[config.mk]
export PLATFORM = sky130hd
export DESIGN_NAME = gfx_vram_arbiter
export DESIGN_NICKNAME = d
export VERILOG_FILES = /design/src/rtl/gfx_vram_arbiter.sv
export SDC_FILE = /design/constraint.sdc
export NUM_CORES = 1
export LEC_CHECK = 0
export ABC_AREA = 1
export CELL_PAD_IN_SITES_DETAIL_PLACEMENT = 0
export CELL_PAD_IN_SITES_GLOBAL_PLACEMENT = 1
export CORE_UTILIZATION = 21
export CTS_BUF_LIST = sky130_fd_sc_hd__clkbuf_8
export DETAILED_ROUTE_END_ITERATION = 8
export PLACE_DENSITY_LB_ADDON = 0.1
export SLEW_MARGIN = 20
export SYNTH_ARGS = -nofsm -noshare
export SYNTH_HDL_FRONTEND = slang
export SYNTH_SLANG_ARGS = --single-unit
[constraint.sdc]
create_clock -name clock -period 1.8 [get_ports clock]
set_clock_uncertainty 0.15 [all_clocks]
set_input_delay 0.27 -clock clock [delete_from_list [all_inputs] [get_ports clock]]
set_output_delay 0.27 -clock clock [all_outputs]
set_load 0.005 [all_outputs]
[src/rtl/gfx_vram_arbiter.sv]
// VRAM port arbiter for BG fetch, OBJ fetch and CPU access.
// Scanline-phase priority, a CPU starvation guard, and read-data return tagging.
module gfx_vram_arbiter #(
    parameter int unsigned ADDR_W       = 17,
    parameter int unsigned DATA_W       = 32,
    parameter int unsigned RD_LAT       = 1,
    parameter int unsigned CPU_MAX_WAIT = 8
) (
    input  logic              clock,
    input  logic              rst_b,
    input  logic              hblank,
    input  logic              bg_req,
    input  logic [ADDR_W-1:0] bg_addr,
    output logic              bg_gnt,
    output logic              bg_rvalid,
    input  logic              obj_req,
    input  logic [ADDR_W-1:0] obj_addr,
    output logic              obj_gnt,
    output logic              obj_rvalid,
    input  logic              cpu_req,
    input  logic              cpu_we,
    input  logic [3:0]        cpu_be,
    input  logic [ADDR_W-1:0] cpu_addr,
    input  logic [DATA_W-1:0] cpu_wdata,
    output logic              cpu_gnt,
    output logic              cpu_rvalid,
    output logic [DATA_W-1:0] rdata,
    output logic              mem_en,
    output logic              mem_we,
    output logic [3:0]        mem_be,
    output logic [ADDR_W-1:0] mem_addr,
    output logic [DATA_W-1:0] mem_wdata,
    input  logic [DATA_W-1:0] mem_rdata
);

    localparam int unsigned WAIT_W = $clog2(CPU_MAX_WAIT + 1);
    localparam int unsigned PIPE_W = 2 * RD_LAT;

    localparam logic [1:0] TAG_NONE = 2'd0;
    localparam logic [1:0] TAG_BG   = 2'd1;
    localparam logic [1:0] TAG_OBJ  = 2'd2;
    localparam logic [1:0] TAG_CPU  = 2'd3;

    logic [WAIT_W-1:0] cpu_wait_q;
    logic [WAIT_W-1:0] cpu_wait_d;
    logic [PIPE_W-1:0] tag_q;
    logic [1:0]        tag_in;
    logic [1:0]        tag_out;
    logic [ADDR_W-1:0] addr_q;
    logic [DATA_W-1:0] wdata_q;
    logic              cpu_force;

    assign cpu_force = rst_b && cpu_req && (cpu_wait_q == WAIT_W'(CPU_MAX_WAIT));

    // Grant selection; reset masks grants immediately.
    always_comb begin
        bg_gnt  = 1'b0;
        obj_gnt = 1'b0;
        cpu_gnt = 1'b0;
        if (rst_b) begin
            if (cpu_force) begin
                cpu_gnt = 1'b1;
            end else if (!hblank) begin
                if (bg_req)       bg_gnt  = 1'b1;
                else if (obj_req) obj_gnt = 1'b1;
                else if (cpu_req) cpu_gnt = 1'b1;
            end else begin
                if (obj_req)      obj_gnt = 1'b1;
                else if (cpu_req) cpu_gnt = 1'b1;
                else if (bg_req)  bg_gnt  = 1'b1;
            end
        end
    end

    // VRAM command mux; address and write data hold their last value when idle.
    always_comb begin
        mem_en    = 1'b0;
        mem_we    = 1'b0;
        mem_be    = 4'h0;
        mem_addr  = addr_q;
        mem_wdata = wdata_q;
        tag_in    = TAG_NONE;
        if (bg_gnt) begin
            mem_en   = 1'b1;
            mem_be   = 4'hF;
            mem_addr = bg_addr;
            tag_in   = TAG_BG;
        end else if (obj_gnt) begin
            mem_en   = 1'b1;
            mem_be   = 4'hF;
            mem_addr = obj_addr;
            tag_in   = TAG_OBJ;
        end else if (cpu_gnt) begin
            mem_en    = 1'b1;
            mem_we    = cpu_we;
            mem_be    = cpu_be;
            mem_addr  = cpu_addr;
            mem_wdata = cpu_wdata;
            tag_in    = cpu_we ? TAG_NONE : TAG_CPU;
        end
    end

    // CPU wait counter saturates so the force condition stays asserted.
    always_comb begin
        cpu_wait_d = cpu_wait_q;
        if (!cpu_req || cpu_gnt) begin
            cpu_wait_d = '0;
        end else if (cpu_wait_q != WAIT_W'(CPU_MAX_WAIT)) begin
            cpu_wait_d = cpu_wait_q + WAIT_W'(1);
        end
    end

    always_ff @(posedge clock or negedge rst_b) begin
        if (!rst_b) begin
            cpu_wait_q <= '0;
            tag_q      <= '0;
            addr_q     <= '0;
            wdata_q    <= '0;
        end else begin
            cpu_wait_q <= cpu_wait_d;
            tag_q      <= PIPE_W'({tag_q, tag_in});
            addr_q     <= mem_addr;
            wdata_q    <= mem_wdata;
        end
    end

    assign tag_out    = tag_q[PIPE_W-1 -: 2];
    assign bg_rvalid  = rst_b && (tag_out == TAG_BG);
    assign obj_rvalid = rst_b && (tag_out == TAG_OBJ);
    assign cpu_rvalid = rst_b && (tag_out == TAG_CPU);
    assign rdata      = mem_rdata;

endmodule

# Word-level counts from Yosys, hierarchy flattened
# Index checks and enable logic that the tools add are counted.
# op_classes
addsub,1
eq_ne,5
n_mux,38
n_reduce_logical,8
# ops
operator,count
2-to-1 mux 32 bit,3
2-to-1 mux 17 bit,3
2-to-1 mux 1 bit,23
2-to-1 mux 4 bit,5
2-to-1 mux 2 bit,4
logical AND 1 bit,5
adder 4 x 1 -> 4 bit (second input constant),1
== test 2 bit (second input constant),2
== test 4 bit (second input constant),1
!= test 4 bit (second input constant),1
== test 2 x 1 -> 1 bit (second input constant),1
nonzero test 2 bit,1
zero test 1 bit,1
logical OR 1 bit,1
# totals
reg_bits,55
inputBits,126
out_inout_bits,93

# Depth between registers and ports, before layout
# logic_depth
ltp_word,9
ltp_mapped,12

# Least setup slack after synthesis
# Ideal clock, no wire load.
# synth_path
kind,register -> output
startpoint,register cpu_wait_q[0]
endpoint,output mem_addr[10]
arrival_time_ps,1480
setup_slack_ps,-100
stages_incl_launch_ff,13
n_path_buf,2
cell_sequence,dfrtp_1 inv_1 ha_1 nand2_1 nor2_4 nand2_4 nand2_2 buf_6 buf_6 nand2_1 nand2_1 nor2_1 nor2_1
# synth_via
elab_chain_cells,7
elab_cells_between_ends,11
classes_between,1 x eq/ne; 9 x mux; 1 x reduce/logical
# synth_lines
item,line,source
"start, declared",44,logic [WAIT_W-1:0] cpu_wait_q;
"start signal, assigned",120,cpu_wait_q <= cpu_wait_d;
== test 4 bit (*),53,assign cpu_force = rst_b && cpu_req && (cpu_wait_q == WAIT_W'(CPU_MAX_WAIT));
logical AND 1 bit (*),53,
2-to-1 mux 1 bit,61,if (cpu_force) begin
2-to-1 mux 1 bit,60,if (rst_b) begin
2-to-1 mux 17 bit,93,end else if (cpu_gnt) begin
2-to-1 mux 17 bit,88,end else if (obj_gnt) begin
2-to-1 mux 17 bit (*),83,if (bg_gnt) begin
"end, declared",31,"output logic [ADDR_W-1:0] mem_addr,"
# Mark *: on every way between the ends. The rest lies on a longest branch, timed or not.

# Final worst setup path
# layout_path
startpoint,register cpu_wait_q[1]
endpoint,output mem_be[2]
# layout_via
elab_chain_cells,7
elab_cells_between_ends,11
classes_between,1 x eq/ne; 9 x mux; 1 x reduce/logical
# layout_lines
item,line,source
== test 4 bit (*),53,
logical AND 1 bit (*),53,
2-to-1 mux 1 bit,61,
2-to-1 mux 1 bit,60,
2-to-1 mux 4 bit,93,
2-to-1 mux 4 bit,88,
2-to-1 mux 4 bit (*),83,
"end, declared",30,"output logic [3:0] mem_be,"
# Marked as above.

==> impl_metrics.csv <==
group,metric,value,unit
yosys,yosys_warnings,0,
global_routing,top_usage_layer,"met2",
pwr,powerDensity,656.5,mW/mm^2
cells_and_area,diodes,0,
global_routing,met1_usage,0.1842,
detailed_routing,routed_wl,11170,um
yosys,synth_area_leaders,"dfrtp_1 47%, nand2_1 21%, buf_4 8.5%",
sta,hold_violations,0,
yosys,ys_types,23,
detailed_routing,initialDrtViolationCount,94,
pwr,total_power,4.214,mW
clocking,cts_tree,"done",
placed_design,dpl.hpwl,6930,um
detailed_routing,drt_first_pass_iters,4,
yosys,yosysTopAreaCell,"dfrtp_1",
pwr,pwr-share-comb,0.447,
critical_path,worstRegToRegCells,14,
flow_run,drv_cap,0,
min_path,hold_path_class,"input port to async pin",
sta,rsz0062_at_grt,"yes",
yosys,yosys_register_bits,55,
pwr,peakVddDrop,0.3871,mV
yosys,syn-num-nets,517,
pwr,p_clk_frac,0.180,
pwr,leakagePower,3.179,nW
sta,period_share,1.339,
yosys,synthFlopType,"dfrtp_1",
global_routing,grt_max_degree,56,
global_routing,grt_pass1_vias,3416,
floorplanning,start_util,0.2178,
yosys,yosysSeqAreaShare,0.4733,
floorplanning,io-pin-count,219,
clocking,htreeDepth,2,
yosys,synth_top_area_frac,0.4733,
placed_design,placed_cell_area,0.004807,sq mm
yosys,yosys-top-cells-count,"166 x nand2_1, 55 x dfrtp_1, 47 x nor2_1",
sta,max_slew_margin,0.5058,
cells_and_area,drive_above_1_share,0.5420,
yosys,synth_area_per_cell,7.475,sq um
sta,timing.fmax,414.8,MHz
floorplanning,die_x,119.7,um
floorplanning,chipHeight,119.7,um
clocking,max-clock-path-buffers,2,
yosys,async_flop_share,1.000,
yosys,synth_area,0.002908,sq mm
critical_path,critical_path_class,"flip-flop to output pin",
pwr,switchingPower,1.319,mW
clocking,clkSinkCount,55,
status,status,"finished with violations",
detailed_routing,via_per_inst,4.112,
clocking,clkTransAtPathRegs,0.11,ns
clocking,clock_latency,0.32,ns
clocking,hold_buffers,0,
status,violations,"negative setup slack",
clocking,root_buffer,"clkbuf_8",
global_routing,grt_overflow,0,
floorplanning,rows,42,
sta,worst_pin_slew,0.7413,ns
pwr,netSwitchingFraction,0.3129,
placed_design,dp_slack,-0.8855,ns
detailed_routing,routedWlPerCell,14.27,um
yosys,synth_edf_count,0,
yosys,synth.most_common_cell,"nand2_1",
cells_and_area,final_area,0.006419,sq mm
global_routing,use_met2,0.2713,
global_routing,grt_pass1_wl,17540,um
floorplanning,die_area,0.01432,sq mm
pwr,seqPwrFrac,0.373,
critical_path,cp_max_fo,5,
placed_design,portBuffers,154,
cells_and_area,nNetsFinal,734,
critical_path,critPathLaunchType,"flip-flop",
detailed_routing,drc,0,
sta,setup_viol,82,
global_routing,grtUsageMet3,0.05751,
cells_and_area,final_core_util,0.4809,
global_routing,antenna_found_initial,0,
placed_design,place.gp.congestion,0.6995,
sta,setup_slack,-0.6106,ns
critical_path,worstSetupEndpointType,"output pin",
critical_path,required,1.38,ns
cells_and_area,area_growth,120.7,%
sta,period_needed,2.411,ns
floorplanning,core_area,0.01335,sq mm
clocking,cts_buffers,5,
global_routing,grt_util_all_layers,0.1570,
sta,slew_viol_final,0,
critical_path,cp.arrival,1.99,ns
detailed_routing,num_vias,3220,
pwr,p_int,2.895,mW
yosys,syn-instance-count,389,
detailed_routing,antenna_left,0,
[sequential cells by signal, indices dropped and copies added (netlist names)]
register / cells
tag_out: 2
addr_q: 17
wdata_q: 32
cpu_wait_q: 4
[worst max-delay path, cell delays in order, from the launching register on]
cell	delay (ns)
dfrtp_1	0.41
inv_2	0.08
ha_4	0.14
nand2_4	0.05
nor2_4	0.11
nand2_4	0.10
nand3_4	0.10
buf_12	0.13
clkinvlp_4	0.14
nor2_4	0.16
buf_6	0.11
nand2_1	0.03
buf_2	0.12
[power groups by stage]
stage          clock [mW]  sequential (mW)  combinational [mW]
3_5_place_dp            0             1.53                1.33
6_report            0.757             1.57                1.89
3_3_place_gp            0             1.52                1.33
2_1_floorplan           0             1.52               0.461
4_1_cts             0.802             1.54                1.63
5_1_grt             0.839             1.59                2.06
[per-layer routing]
| layer | part of all wire | vias up |
|---|---|---|
| li1 | - | 1599 |
| met1 | 0.40 | 1485 |
| met2 | 0.50 | 122 |
| met3 | 0.088 | 14 |
| met4 | 0.013 | 0 |
| met5 | 0 | - |
[cell usage in the layout (no fill, tap or decap), types with 2 or more instances in the layout]
| master | Yosys | layout |
|---|---|---|
| clkdlybuf4s50_1 | 0 | 92 |
| clkinvlp_4 | 0 | 2 |
| buf_8 | 0 | 6 |
| nand3_1 | 5 | 3 |
| inv_2 | 2 | 2 |
| nand2_8 | 0 | 2 |
| clkbuf_8 | 0 | 6 |
| nor3_1 | 4 | 3 |
| dlygate4sd2_1 | 0 | 3 |
| nor2_2 | 0 | 8 |
| nand2_4 | 1 | 69 |
| o21ai_2 | 0 | 9 |
| dfrtp_1 | 55 | 55 |
| buf_16 | 0 | 4 |
| nor2_1 | 47 | 32 |
| buf_4 | 33 | 32 |
| buf_12 | 0 | 11 |
| nand2_1 | 166 | 51 |
| nand3_2 | 1 | 2 |
| inv_1 | 21 | 18 |
| nor2_4 | 1 | 8 |
| nand4_1 | 14 | 14 |
| nand3b_1 | 3 | 3 |
| a21oi_2 | 0 | 3 |
| buf_6 | 2 | 76 |
| nand2_2 | 2 | 47 |
| buf_2 | 7 | 31 |
| o21ai_4 | 0 | 2 |
[final cells by class]
cell class	instances	area [sq um]
Inverter	23	115.1
Sequential cell	55	1376
Multi-Input combinational cell	263	1948
Fill cell	1338	6929
Timing Repair Buffer	257	2649
Timing Repair inverter	1	11.26
Clock buffer	6	82.58
Tap cell	176	220.2
Clock inverter	2	16.27
[worst paths after layout]
path / start / to / slack [ns]
max: cpu_wait_q[1] / mem_be[2] / -0.61
min: rst_b / cpu_wait_q[3] / 0.09
min reg2reg: wdata_q[21] / wdata_q[21] / 0.33
min in group clock: wdata_q[21] / wdata_q[21] / 0.33
max reg2reg: cpu_wait_q[1] / wdata_q[31] / -0.18
max in group asynchronous: rst_b / addr_q[6] / 0.91
[cells by family (layout without fill, tap and decap cells)]
logic type                 count (synthesis)  count (layout)  synth area share
AOI/OAI and AO/OA                         15              15           0.02582
xor gates and xnor gates                   2               2          0.006025
adders and majority gates                  2               2          0.008604
buffers and inverters                     71             289            0.1424
DFF                                       55              55            0.4733
and+or+nand+nor                          244             244            0.3438
[metrics by stage]
stage	setup TNS [ns]	hold WS, ns	cells
after global placement	-55.94	0.3005	716
after floorplan	-1.896	-0.1756	389
after global routing	-42.40	0.1623	783
final	-32.26	0.08546	783
after detailed placement	-57.20	0.3038	716
after CTS	-40.62	0.1422	783
[repair_timing]
action | 4_1_cts | 5_1_grt
endpoints found under the setup margin | 102 | 113
resized for setup | 438 | 168
buffers inserted | 71 | 29
cloned | 8 | 1
pin swaps | 76 | 81
No activity file was read; power rests on OpenSTA's default activity.
